`config.mk`:
```
export PLATFORM = sky130hd
export DESIGN_NAME = sevenseg_scan_axi
export DESIGN_NICKNAME = d
export VERILOG_FILES = /design/src/rtl/sevenseg_scan_axi.sv
export SDC_FILE = /design/constraint.sdc
export NUM_CORES = 1
export LEC_CHECK = 0
export CORE_UTILIZATION = 61
export DETAILED_ROUTE_END_ITERATION = 6
export DONT_BUFFER_PORTS = 1
export PLACE_DENSITY = 0.73
export SYNTH_ARGS = -nofsm -noshare
export SYNTH_HDL_FRONTEND = slang
export SYNTH_SLANG_ARGS = --single-unit
```
`constraint.sdc`:
```
create_clock -name clk -period 4.5 [get_ports clk]
set_input_delay 0.9 -clock clk [delete_from_list [all_inputs] [get_ports clk]]
set_output_delay 0.9 -clock clk [all_outputs]
set_load 0.05 [all_outputs]
```
`src/rtl/sevenseg_scan_axi.sv`:
```
// rtl/sevenseg_scan_axi.sv - multiplexed seven-segment scanner fed by a one-frame-per-beat stream
module sevenseg_scan_axi #(
    parameter int N_DIGITS       = 2,
    parameter int REFRESH_CYCLES = 100000,
    parameter int BLANK_CYCLES   = 1000,
    parameter int SEG_ACTIVE_LOW = 1
) (
    input  logic                     clk,
    input  logic                     rstn,
    input  logic [N_DIGITS-1:0][6:0] s_data,
    input  logic                     s_valid,
    output logic                     s_ready,
    output logic [6:0]               seg,
    output logic [N_DIGITS-1:0]      an,
    output logic                     frame_tick
);

    localparam int CW = (REFRESH_CYCLES > 1) ? $clog2(REFRESH_CYCLES) : 1;
    localparam int DW = (N_DIGITS > 1) ? $clog2(N_DIGITS) : 1;
    localparam logic [CW-1:0] CNT_LAST   = CW'(REFRESH_CYCLES - 1);
    localparam logic [CW-1:0] BLANK_END  = CW'(BLANK_CYCLES);
    localparam logic [DW-1:0] DIGIT_LAST = DW'(N_DIGITS - 1);
    localparam logic [6:0]    SEG_OFF    = (SEG_ACTIVE_LOW != 0) ? 7'h7F : 7'h00;

    typedef enum logic {
        BLANK,
        DRIVE
    } state_t;

    state_t                    state;
    state_t                    state_next;
    logic [CW-1:0]             cnt;
    logic [CW-1:0]             cnt_next;
    logic [DW-1:0]             digit;
    logic [DW-1:0]             digit_next;
    logic [N_DIGITS-1:0][6:0]  pend;
    logic [N_DIGITS-1:0][6:0]  disp;
    logic                      pend_full;
    logic                      slot_end;
    logic                      handshake;
    logic                      commit;
    logic [6:0]                code;

    always_ff @(posedge clk or negedge rstn) begin
        if (!rstn) begin
            state <= BLANK;
        end else begin
            state <= state_next;
        end
    end

    // State is computed one cycle ahead from cnt_next so seg/an decode purely from flops.
    always_comb begin
        slot_end   = (cnt == CNT_LAST);
        cnt_next   = slot_end ? '0 : cnt + 1'b1;
        digit_next = digit;
        if (slot_end) begin
            digit_next = (digit == DIGIT_LAST) ? '0 : digit + 1'b1;
        end
        state_next = (cnt_next < BLANK_END) ? BLANK : DRIVE;

        an   = '1;
        seg  = SEG_OFF;
        code = disp[digit];
        if (state == DRIVE) begin
            an[digit] = 1'b0;
            seg       = (SEG_ACTIVE_LOW != 0) ? ~code : code;
        end
    end

    assign frame_tick = slot_end && (digit == DIGIT_LAST);
    assign s_ready    = ~pend_full;
    assign handshake  = s_valid && !pend_full;
    assign commit     = frame_tick && pend_full;

    // Handshake and commit are mutually exclusive: one needs pend_full low, the other high.
    always_ff @(posedge clk or negedge rstn) begin
        if (!rstn) begin
            cnt       <= '0;
            digit     <= '0;
            pend      <= '0;
            disp      <= '0;
            pend_full <= 1'b0;
        end else begin
            cnt   <= cnt_next;
            digit <= digit_next;
            if (handshake) begin
                pend      <= s_data;
                pend_full <= 1'b1;
            end else if (commit) begin
                disp      <= pend;
                pend_full <= 1'b0;
            end
        end
    end

endmodule
```
# After elaboration in Yosys (flattened, before gate mapping)
# Cells that the tools add are included.
dict set report word_totals {
  romBits 0
  mem_bits_rw 0
  word_cells 36
  latchBits 0
  n_memories 0
  regBits 48
  output_inout_bits 11
}
dict set report classes {
  muxes 11
  mul 0
  bitwise 4
  n_lt_le_gt_ge 3
  shifts 0
  n_div 0
  n_addsub 2
  n_reduce_logical 7
  eq_ne 1
}
# cell count
set op_table {}
lappend op_table {{two-way mux 7 bit} 3}
lappend op_table {{adder 17 x 1 -> 17 bit, second input constant} 1}
lappend op_table {{equality test 17 bit, second input constant} 1}
lappend op_table {{less-than comparator 17 x 10 -> 1 bit, second input constant} 1}
lappend op_table {{two-way mux 17 bit} 1}
lappend op_table {{inverter 7 bit} 1}
lappend op_table {{two-way mux 1 bit} 5}
lappend op_table {{logical AND 1 bit} 4}
lappend op_table {{less-than comparator 1 x 2 -> 1 bit, second input constant} 1}
lappend op_table {{two-way mux 2 bit} 1}
lappend op_table {{inverter 1 bit} 2}
lappend op_table {{inverter 2 bit} 1}
lappend op_table {{AND reduction 2 bit} 1}
lappend op_table {{nonzero test 2 bit} 1}
lappend op_table {{adder 1 bit, second input constant} 1}
lappend op_table {{demux 1 bit (select 1 bit)} 1}
lappend op_table {{greater-or-equal comparator 1 bit, second input constant} 1}
lappend op_table {{logical NOT 1 bit} 1}

# Longest topological paths before layout
dict set report depth {
  depth_word 6
  depth_mapped 7
  ltp_nobuf 6
}

# Worst setup path after synthesis
# Ideal clock, no wire load.
dict set report synth_timing {
  kind {flip-flop to output port}
  startpoint {register cnt[12]}
  endpoint {output frame_tick}
  t_arrival_ns 1.915
  stages_incl_launch_ff 5
  required_ns 3.600
  slack_ns 1.685
  cell_sequence {dfrtp_1 > clkbuf_1 > or4b_1 > nor4_4 > and2_1}
}
dict set report synth_via {
  elab_chain_cells 2
}
# element line_no
set synth_lines {}
lappend synth_lines {{start: declaration} 32} ;# logic [CW-1:0] cnt;
lappend synth_lines {{start signal: assignment} 85} ;# cnt <= cnt_next;
lappend synth_lines {{equality test 17 bit} 54} ;# slot_end = (cnt == CNT_LAST);
lappend synth_lines {{logical AND 1 bit} 71} ;# assign frame_tick = slot_end && (digit == DIGIT_LAST);
lappend synth_lines {{end: declaration} 15} ;# output logic frame_tick
# No other way between the ends.

# Worst setup path after layout
dict set report layout_timing {
  startpoint {register cnt[0]}
  endpoint {output frame_tick}
}
# The elaborated chain is that of the path after synthesis.

==> impl_metrics.tcl <==
set metrics [dict create \
    drv_slew 0 \
    synth_fp_nets 218 \
    relSlewSlack 0.147 \
    synth_compound_area_frac 0.0580 \
    synthMuxAreaShare 0.179 \
    ctsHoldBuffers 0 \
    placed_area_um2 2390 \
    dieArea_um2 4180 \
    grt_max_degree 49 \
    worst_clock_skew_ps 8.47 \
    synthCells 200 \
    synth-simple-area-share 0.162 \
    cts_buffer_depth 2 \
    synth_top_area_frac 0.501 \
    crit_path_top_delay_cell "nor4_4" \
    power.static_leakage_nw 1.10 \
    hpwlAfterDp_mm 3.04 \
    hp-class "input port to async pin" \
    timing_hold_violations_final 0 \
    cp-end-kind "output pin" \
    synth-seq-area-share 0.501 \
    place.gp.congestion 0.996 \
    cts_root_buffer "clkbuf_8" \
    period_share 0.745 \
    drtIter0Drc 94 \
    path_cells "ha_1 -> nand4_1 -> nor4_4 -> and2_1" \
    setup_violations 0 \
    antenna_left 0 \
    postCtsResizedCells 0 \
    p_comb_frac 0.022 \
    chipHeight_um 64.7 \
    seqPwrFrac 0.617 \
    max_stage_delay_ps 600 \
    yosysWarnings 0 \
    wire_per_inst_um 17.7 \
    crit_type "flop to output pin" \
    synth.distinct_cells 45 \
    antenna_cells 0 \
    clk_pin_slew_ps 90 \
    grt_pass1_wl_mm 7.21 \
    synth_edf_count 0 \
    track_usage 0.235 \
    htreeDepth 2 \
    vdd_drop_max_uv 170 \
    drc 0 \
    synth_area_per_cell_um2 12.0 \
    worst_pin_slew_ps 1280 \
    synth_adder_area_share 0.00522 \
    async_flop_share 1.00 \
    vias 1473 \
    io_buffers 0 \
    cts.sinks 48 \
    netlist_area_um2 2400 \
    clk_latency_ps 300 \
    die_w_um 64.7 \
    dp_slack_ps 1450 \
    synth_flop_cell "dfrtp_1" \
    yosysTopAreaCell "dfrtp_1" \
    swShare 0.209 \
    start_util 0.645 \
    placementRows 22 \
    tns_ps 0 \
    fmax_ghz 0.298 \
    cp.arrival_ps 2450 \
    via_per_inst 6.06 \
    antenna_found_initial 0 \
    gr-total-overflow 0 \
    dr.pass1.iters 4 \
    ys_top_cells_by_count "dfrtp_1 (48), mux2_2 (26), nand2_1 (12)" \
    postCtsSetupRepairBufs 0 \
    cts-buffers-inserted 5 \
    num_io_pins 28 \
    synth_top_family_by_area "multiplexers" \
    core-area_um2 3720 \
    synth_most_common_cell "dfrtp_1" \
    areaGrowthSynthToFinish_pct 3.92 \
    p_total_uw 738 \
    min_period_ps 3350 \
    status "complete, no violations" \
    ys_seq_elements 48 \
    routed_wl_mm 4.31 \
    placed_cells 235 \
    fin_ws_ps 1150 \
    final_cells 243 \
    crit_path_max_fanout 7 \
    power.density_nw_per_um2 297 \
    drive_above_1_share 0.272 \
    cts_tree "done" \
    final_nets 212 \
    startpoint_type "flop" \
    grt_pass1_vias 1444 \
    finalInstanceArea_um2 2490 \
    crit_required_ps 3600 \
    pwr-share-clk 0.361 \
    internal-power_uw 584 \
    synthTopCellsByArea "dfrtp_1 (50%), mux2_2 (12%), mux2_4 (5.6%), xnor2_1 (2.9%), xor2_1 (2.9%)" \
    grt_setup_unrepaired "false" \
    cap_violations 0 \
    synthXorXnorAreaFrac 0.0585 \
    power.switching_uw 155 \
]
-- flip-flops by register name, summed over array words and instances (netlist names) --
register   flops
disp          14
pend_full      1
cnt           17
state          1
digit          1
pend          14
-- layout by cell type, fill, tap and decap left out, types with 2 or more instances in the layout --
| cell | count |
|---|---|
| a211oi_1 | 2 |
| a21oi_1 | 3 |
| a31o_2 | 2 |
| a31oi_1 | 2 |
| and2_1 | 2 |
| and3_1 | 2 |
| clkbuf_8 | 6 |
| clkinvlp_4 | 2 |
| dfrtp_1 | 48 |
| inv_1 | 5 |
| mux2_2 | 26 |
| mux2_4 | 9 |
| nand2_1 | 12 |
| nand3_1 | 5 |
| nand4_1 | 7 |
| nor2_1 | 6 |
| nor2b_1 | 3 |
| nor3_1 | 3 |
| nor4_1 | 6 |
| o21ai_0 | 5 |
| o31a_1 | 2 |
| or2_2 | 2 |
| or4b_1 | 2 |
| xnor2_1 | 8 |
| xor2_1 | 8 |
-- cells by family (layout without fill, tap and decap cells) --
family | after synthesis | count (layout)
flip-flops | 48 | 48
buffers and inverters | 19 | 14
XOR/XNOR | 16 | 16
AND/OR/NAND/NOR | 61 | 61
multiplexers | 35 | 35
adder cells (fa/ha/maj) | 1 | 1
AO/OA/AOI/OAI | 20 | 20
-- layer usage --
layer  wire, um  vias to the layer above  GRT usage
li1           -                      698          -
met1       1950                      728      0.297
met2       2130                       42      0.388
met3        172                        5     0.0634
met4         57                        0     0.0861
met5          0                        -          0
-- power by group through the flow --
| stage | Sequential [mW] | Combinational [mW] | Clock (mW) |
|---|---|---|---|
| 6_report | 0.455 | 0.0164 | 0.267 |
| 3_3_place_gp | 0.463 | 0.0155 | 0 |
| 5_1_grt | 0.457 | 0.0182 | 0.291 |
| 2_1_floorplan | 0.461 | 0.0147 | 0 |
| 3_5_place_dp | 0.465 | 0.0169 | 0 |
| 4_1_cts | 0.456 | 0.0169 | 0.274 |
-- worst max-delay path, delay by kind of cell (launching register included) --
family        cells  cell delay, ps
flops             1             370
fa+ha+maj         1             290
simple gates      3            1490
-- final cells by class --
class                      count  area [um2]
inverter                       6        22.5
sequential                    48        1200
multi-input combinational    133        1110
fill                         289        1230
clock buffer                   6        82.6
clock inverter                 2        15.0
tap                           48        60.1
-- metrics by stage --
step	util	hold WS [ps]
floorplan	-	433
global placement	0.644	448
detailed placement	0.644	453
CTS	0.670	273
global route	0.670	259
finish	0.670	281
-- worst paths after layout --
check | start | endpoint | slack, ps | cells after the start
setup / recovery | cnt[0] | frame_tick | 1150 | 4
hold / removal | rstn | pend[9] | 280 | 0
setup reg to reg | cnt[0] | state | 2150 | 6
hold reg to reg | cnt[0] | cnt[0] | 470 | 1
max in group asynchronous | rstn | cnt[15] | 4110 | 0
min in group clk | cnt[0] | cnt[0] | 470 | 1
Power figures use the tool's default switching activity.
